File: config.mk
export PLATFORM = sky130hd
export DESIGN_NAME = decoder_stream
export DESIGN_NICKNAME = d
export VERILOG_FILES = /design/src/rtl/decoder_stream.sv
export SDC_FILE = /design/constraint.sdc
export NUM_CORES = 1
export LEC_CHECK = 0
export BUFFER_PORTS_ARGS = -buffer_cell sky130_fd_sc_hd__buf_4
export CORE_ASPECT_RATIO = 1.75
export CORE_MARGIN = 10
export CORE_UTILIZATION = 39
export CTS_BUF_LIST = sky130_fd_sc_hd__clkbuf_2
export DETAILED_ROUTE_END_ITERATION = 12
export PLACE_DENSITY = 0.63
export SLEW_MARGIN = 5
export SYNTH_ARGS = -nofsm -noshare
export SYNTH_HDL_FRONTEND = slang
export SYNTH_SLANG_ARGS = --single-unit
File: constraint.sdc
create_clock -name clk -period 2.1 [get_ports clk]
set_input_delay 0.21 -clock clk [delete_from_list [all_inputs] [get_ports clk]]
set_output_delay 0.21 -clock clk [all_outputs]
set_load 0.005 [all_outputs]
File: src/rtl/decoder_stream.sv
// decoder_stream: buffers binary index codes in a small FIFO and re-expands
// them into registered one-hot vectors, with valid/ready on both sides.
// Codes that do not map onto an output line are dropped and counted.
module decoder_stream #(
    parameter int OUT_WIDTH  = 8,
    parameter int IN_WIDTH   = $clog2(OUT_WIDTH),
    parameter int FIFO_DEPTH = 4
) (
    input  logic                 clk,
    input  logic                 rst_n,
    input  logic [IN_WIDTH-1:0]  in_code,
    input  logic                 in_valid,
    output logic                 in_ready,
    output logic [OUT_WIDTH-1:0] out,
    output logic                 out_valid,
    input  logic                 out_ready,
    input  logic                 clear_err,
    output logic                 err,
    output logic [7:0]           drop_cnt
);

    localparam int PTR_W = $clog2(FIFO_DEPTH);
    localparam int CNT_W = PTR_W + 1;
    localparam logic [CNT_W-1:0]     DEPTH_CNT = CNT_W'(FIFO_DEPTH);
    localparam logic [OUT_WIDTH-1:0] ONE_HOT0  = OUT_WIDTH'(1);

    logic [IN_WIDTH-1:0] fifo_mem [FIFO_DEPTH];
    logic [PTR_W-1:0]    wr_ptr;
    logic [PTR_W-1:0]    rd_ptr;
    logic [CNT_W-1:0]    fifo_count;

    logic                 in_range;
    logic                 accept;
    logic                 push;
    logic                 drop;
    logic                 pop;
    logic                 fifo_empty;
    logic [IN_WIDTH-1:0]  head_code;
    logic [OUT_WIDTH-1:0] decoded;

    // When every code value names an output line there is nothing to range-check.
    generate
        if (OUT_WIDTH == (1 << IN_WIDTH)) begin : g_full_range
            assign in_range = 1'b1;
        end else begin : g_partial_range
            localparam logic [IN_WIDTH:0] CODE_LIMIT = (IN_WIDTH + 1)'(OUT_WIDTH);
            assign in_range = {1'b0, in_code} < CODE_LIMIT;
        end
    endgenerate

    // in_ready looks only at the registered occupancy, so a pop in this cycle
    // frees its slot one cycle later and out_ready never reaches in_ready.
    assign in_ready   = fifo_count < DEPTH_CNT;
    assign fifo_empty = fifo_count == '0;

    assign accept = in_valid && in_ready;
    assign push   = accept && in_range;
    assign drop   = accept && !in_range;

    // The output register refills whenever it is empty or being consumed.
    assign pop = !fifo_empty && (!out_valid || out_ready);

    assign head_code = fifo_mem[rd_ptr];
    assign decoded   = ONE_HOT0 << head_code;

    // Code storage; contents are don't-care until written, so no reset needed.
    always_ff @(posedge clk) begin
        if (push) begin
            fifo_mem[wr_ptr] <= in_code;
        end
    end

    // Pointers wrap naturally because the depth is a power of two.
    always_ff @(posedge clk or negedge rst_n) begin
        if (!rst_n) begin
            wr_ptr     <= '0;
            rd_ptr     <= '0;
            fifo_count <= '0;
        end else begin
            if (push) begin
                wr_ptr <= wr_ptr + PTR_W'(1);
            end
            if (pop) begin
                rd_ptr <= rd_ptr + PTR_W'(1);
            end
            case ({push, pop})
                2'b10:   fifo_count <= fifo_count + CNT_W'(1);
                2'b01:   fifo_count <= fifo_count - CNT_W'(1);
                default: fifo_count <= fifo_count;
            endcase
        end
    end

    // Output register: load the decoded head, or go idle once the consumer takes it.
    always_ff @(posedge clk or negedge rst_n) begin
        if (!rst_n) begin
            out       <= '0;
            out_valid <= 1'b0;
        end else if (pop) begin
            out       <= decoded;
            out_valid <= 1'b1;
        end else if (out_ready) begin
            out       <= '0;
            out_valid <= 1'b0;
        end
    end

    // Drop bookkeeping; a drop coinciding with clear_err restarts the count at one.
    always_ff @(posedge clk or negedge rst_n) begin
        if (!rst_n) begin
            err      <= 1'b0;
            drop_cnt <= '0;
        end else if (drop) begin
            err <= 1'b1;
            if (clear_err) begin
                drop_cnt <= 8'd1;
            end else if (drop_cnt != 8'hFF) begin
                drop_cnt <= drop_cnt + 8'd1;
            end
        end else if (clear_err) begin
            err      <= 1'b0;
            drop_cnt <= '0;
        end
    end

endmodule

### Yosys cells after proc, flatten, opt, wreduce, memory -nomap -nowiden

Memory sizes are Yosys's and may differ from the RTL's.
Cells that the tools add are included.

* bits in registers: 16
* latch bits: 0
* bits in writable memories: 12
* ROM bits: 0
* bits of input ports: 8
* memories: 1

* add/subtract/negate cells: 4
* multipliers: 0
* div/mod/pow operators: 0
* order comparisons: 1
* eq/ne operators: 2
* shift-type cells: 1
* muxes and demuxes: 7
* bitwise gates (word level): 0
* reductions and logical operators: 8

Memories
* fifo_mem: words 4, bits a word 3, rd ports 1, clocked after memory_dff 0, wr ports 1, RTL line 27 `logic [IN_WIDTH-1:0] fifo_mem [FIFO_DEPTH];`

Operators by type and width (count)
* $mux 8: 2
* $shl 1x3->8 const A: 1
* $pmux 3 s2: 1
* $add 2x1->2 const B: 2
* $mux 1: 4
* $reduce_bool 2->1: 2
* $add 3x1->3 const B: 1
* $logic_not 3->1: 1
* $lt 3x3->1 const B: 1
* $sub 3x1->3 const B: 1
* $eq 2x1->1 const B: 1
* $eq 2x2->1 const B: 1
* $logic_and 1x1->1: 2
* $logic_not 1->1: 2
* $logic_or 1x1->1: 1

### Logic depth before layout (Yosys ltp)

* word-level depth: 5
* mapped depth: 9
* gate-level depth less buffers: 8

### Worst setup path before layout

Ideal clock, no wire load.

* path kind: input -> register
* start point: input port out_ready
* end point: register fifo_count[2]
* setup time: 0.080 ns
* arrival: 1.858 ns
* setup slack: 0.162 ns
* cell stages on the path: 9
* cells stage by stage: clkbuf_1 -> nor2b_1 -> nor2_2 -> ha_1 -> inv_1 -> fa_1 -> xor2_1 -> nor2_1 -> xnor2_1

* longest elaborated chain between the ends: 4

RTL lines
* start, declared: RTL line 16 `input logic out_ready,`
* $logic_or 1x1->1 *: RTL line 61 `assign pop = !fifo_empty && (!out_valid || out_ready);`
* $logic_and 1x1->1 *: RTL line 61
* net pop: RTL line 36 `logic pop;`
* $eq 2x1->1 or $eq 2x2->1 (tied branches): RTL line 86 `case ({push, pop})`
* $pmux 3 s2 or $reduce_bool 2->1 (tied branches)
* end signal, assigned: RTL line 87 `2'b10: fifo_count <= fifo_count + CNT_W'(1);`
* end signal, assigned: RTL line 88 `2'b01: fifo_count <= fifo_count - CNT_W'(1);`
* end signal, assigned: RTL line 89 `default: fifo_count <= fifo_count;`
* end, declared: RTL line 30 `logic [CNT_W-1:0] fifo_count;`

The timed path passes the listed nets; every way through them passes the cells marked *.
A chain may end at the register's enable or synchronous reset.

### Worst setup path after layout

* start point: register out_valid
* end point: register fifo_count[2]

* longest elaborated chain between the ends: 5

RTL lines
* start, declared: RTL line 15 `output logic out_valid,`
* start signal, assigned: RTL line 98 `out_valid <= 1'b0;`
* start signal, assigned: RTL line 101 `out_valid <= 1'b1;`
* start signal, assigned: RTL line 104 `out_valid <= 1'b0;`
* $logic_not 1->1 *: RTL line 61
* $logic_or 1x1->1 *: RTL line 61
* $logic_and 1x1->1 *: RTL line 61
* net pop: RTL line 36
* $eq 2x1->1 or $eq 2x2->1 (tied branches): RTL line 86
* $pmux 3 s2 or $reduce_bool 2->1 (tied branches)

Marks and branches as above.

==> metrics.txt <==
crit path capture type register; post-synthesis async set-or-reset flop share 0.571; minimum clock period 1.88 ns; routed via count 766; Min-Delay Path Class primary input to register; Post-Route WL 2340 microns; Critical Path AT 2.18 ns; max incr delay on CP 0.45 ns; final-report max-slew violation count 0; # Post-CTS Setup Buffers 0; area leader, netlist dfrtp_1; CP Max Fanout 3; YS warnings 0; Main synth FF type dfrtp_1; Core Rows 27; first-pass GRT wire length 3960 microns; f_max 0.533 GHz; post-DR wirelength/cell 13.9 microns; DR iter-0 viols 21; Setup Skew 0.00136 ns; Clk pin slew, worst setup/hold paths 0.25 ns; Pre-Repair DR Iteration Count 4; Clk Tree Root Cell clkbuf_2; initial antenna violation count 0; Initial Utilization 0.411; outcome finished clean; antenna cell count 0; RSZ-0062 raised after global routing false; Hold WS 0.0897 ns; Die H 96.9 microns; core footprint 3210 sq um; cell with the most instances after synthesis dfrtp_1; share of the yosys chip area belonging to registers 0.577; post-route antenna net violation count 0; leakage power 0.641 nW; final setup fails 0; gr usage total 0.0794; maximum vdd drop 558 uV; Unique masters post-synth 25; leading cell types by count after synthesis dfrtp_1 (16), inv_1 (15), edfxtp_1 (12); HPWL Detailed 1880 microns; largest net degree at the start of global routing 17; post-route cell area 1510 sq um; Crit Path Class register to register; Synth area leaders dfrtp_1 (30%), edfxtp_1 (27%), o32ai_1 (5.3%); Cells after Synth 103; Clock Sinks 28; GPL Wtd Cong 0.757; layout cells sized above 1 0.208; clock latency on the worst-skew pair 0.35 ns; TritonCTS clock tree done; nets 140; max cap viols 0; number of synthesized flops with an enable pin 12; Critical Path Source Type register; Inserted Clock Buffers 3; Tcrit/Tclk final 0.893; Crit-path slowest cell dfrtp_1; Post-DP Area 1450 sq um; Fillers 307; die area 6190 sq um; Synth top area share 0.304; synth-to-layout area growth 14.5%; Max H-tree Level 1; drt drc 0; IO Port Bufs 16; TNS Setup 0 ns; power density cells 1200 nW/um^2; final hold vios 0; Overall Power 0.00181 W; gr ovfl total 0; cell area after synthesis 1320 sq um; critical-path cell list nor2b_1 -> nor2_2 -> ha_1 -> inv_1 -> fa_1 -> xor2_1 -> nor2_1 -> xnor2_1; WP data required 2.40 ns; Avg Synthesized Cell Area 12.8 sq um; number of global-route vias before repair 822; CTS max path bufs 2; Die W 63.9 microns; IO Count 27; Via density 4.56; Synth Register Bits 28
[critical path: cells and delay by family (launching register included)]
family	cells	cell delay, ns
adder cells (fa/ha/maj)	2	0.58
flip-flops	1	0.45
AND/OR/NAND/NOR	3	0.44
XOR/XNOR	2	0.29
buffers and inverters	1	0.06
[cells in the final DEF (no fill, tap or decap)]
cell type      instances
mux4_2                 3
nor3_1                 1
mux2i_1                1
clkinv_1               1
conb_1                 9
o21ai_0                1
inv_1                 15
ha_1                   5
nor2_1                 1
dfrtp_1               16
nand3_1                3
nor2_2                 1
and2_1                 4
nand2_1                3
o32ai_1                8
nand2b_1               3
clkbuf_2               3
fa_1                   1
nor2b_1                2
edfxtp_1              12
or3_1                  3
dlygate4sd3_1          4
xor2_1                 2
xnor2_1                4
buf_4                 18
or2_2                  1
[per-stage QoR]
stage | instances | util | setup slack, ns
6_report | 168 | 0.470 | 0.225
5_1_grt | 168 | 0.470 | 0.111
4_1_cts | 165 | 0.461 | 0.209
3_5_place_dp | 160 | 0.452 | 0.252
3_3_place_gp | 160 | 0.452 | 0.337
2_1_floorplan | 111 | - | 0.162
[final cells by class]
type	instances	area (sq um)	area share
inverter	15	56.3	0.0373
multi-input combinational	56	444	0.294
clock buffer	3	15.0	0.00995
tap	43	53.8	0.0357
timing repair buffer	22	175	0.116
sequential	28	761	0.504
clock inverter	1	3.75	0.00249
[what timing repair did]
action | CTS | global route
endpoints found under the hold margin | 16 | 12
hold buffers | 1 | 3
resized for setup | 0 | 0
[per-layer routing]
metal,up-vias,part of all wire,global-route usage
met5,-,0,0
met4,0,0.016,0.0353
met3,4,0.065,0.0311
met2,17,0.59,0.146
met1,369,0.33,0.0723
li1,376,-,-
[flip-flops by register name, summed over array words and instances, names as in the netlist]
signal	flops
fifo_mem	12
out	8
fifo_count	3
rd_ptr	2
wr_ptr	2
out_valid	1
[path summary, 6_finish.rpt]
path | to | cells after the start | startpoint | slack (ns)
hold / removal | out[7] | 2 | out_ready | 0.09
min in group asynchronous | out[0] | 2 | rst_n | 0.22
setup / recovery | fifo_count[2] | 8 | out_valid | 0.22
hold reg to reg | fifo_count[0] | 1 | fifo_count[0] | 0.54
setup reg to reg | fifo_count[2] | 8 | out_valid | 0.22
max in group asynchronous | wr_ptr[0] | 2 | rst_n | 1.70
[power by group]
part	switching [W]	internal, W
clock	0.000152	0.0000414
sequential	0.000120	0.000737
combinational	0.000365	0.000393
total	0.000637	0.00117
[cells by family after synthesis]
group,count (synthesis),synth area share
buf+inv,27,0.108
simple gates,22,0.0931
other cells,1,0.00285
xor+xnor,6,0.0399
mux,4,0.0589
flops,28,0.577
compound gates,9,0.0570
fa+ha+maj,6,0.0627
(Power assumes the default switching activity.)
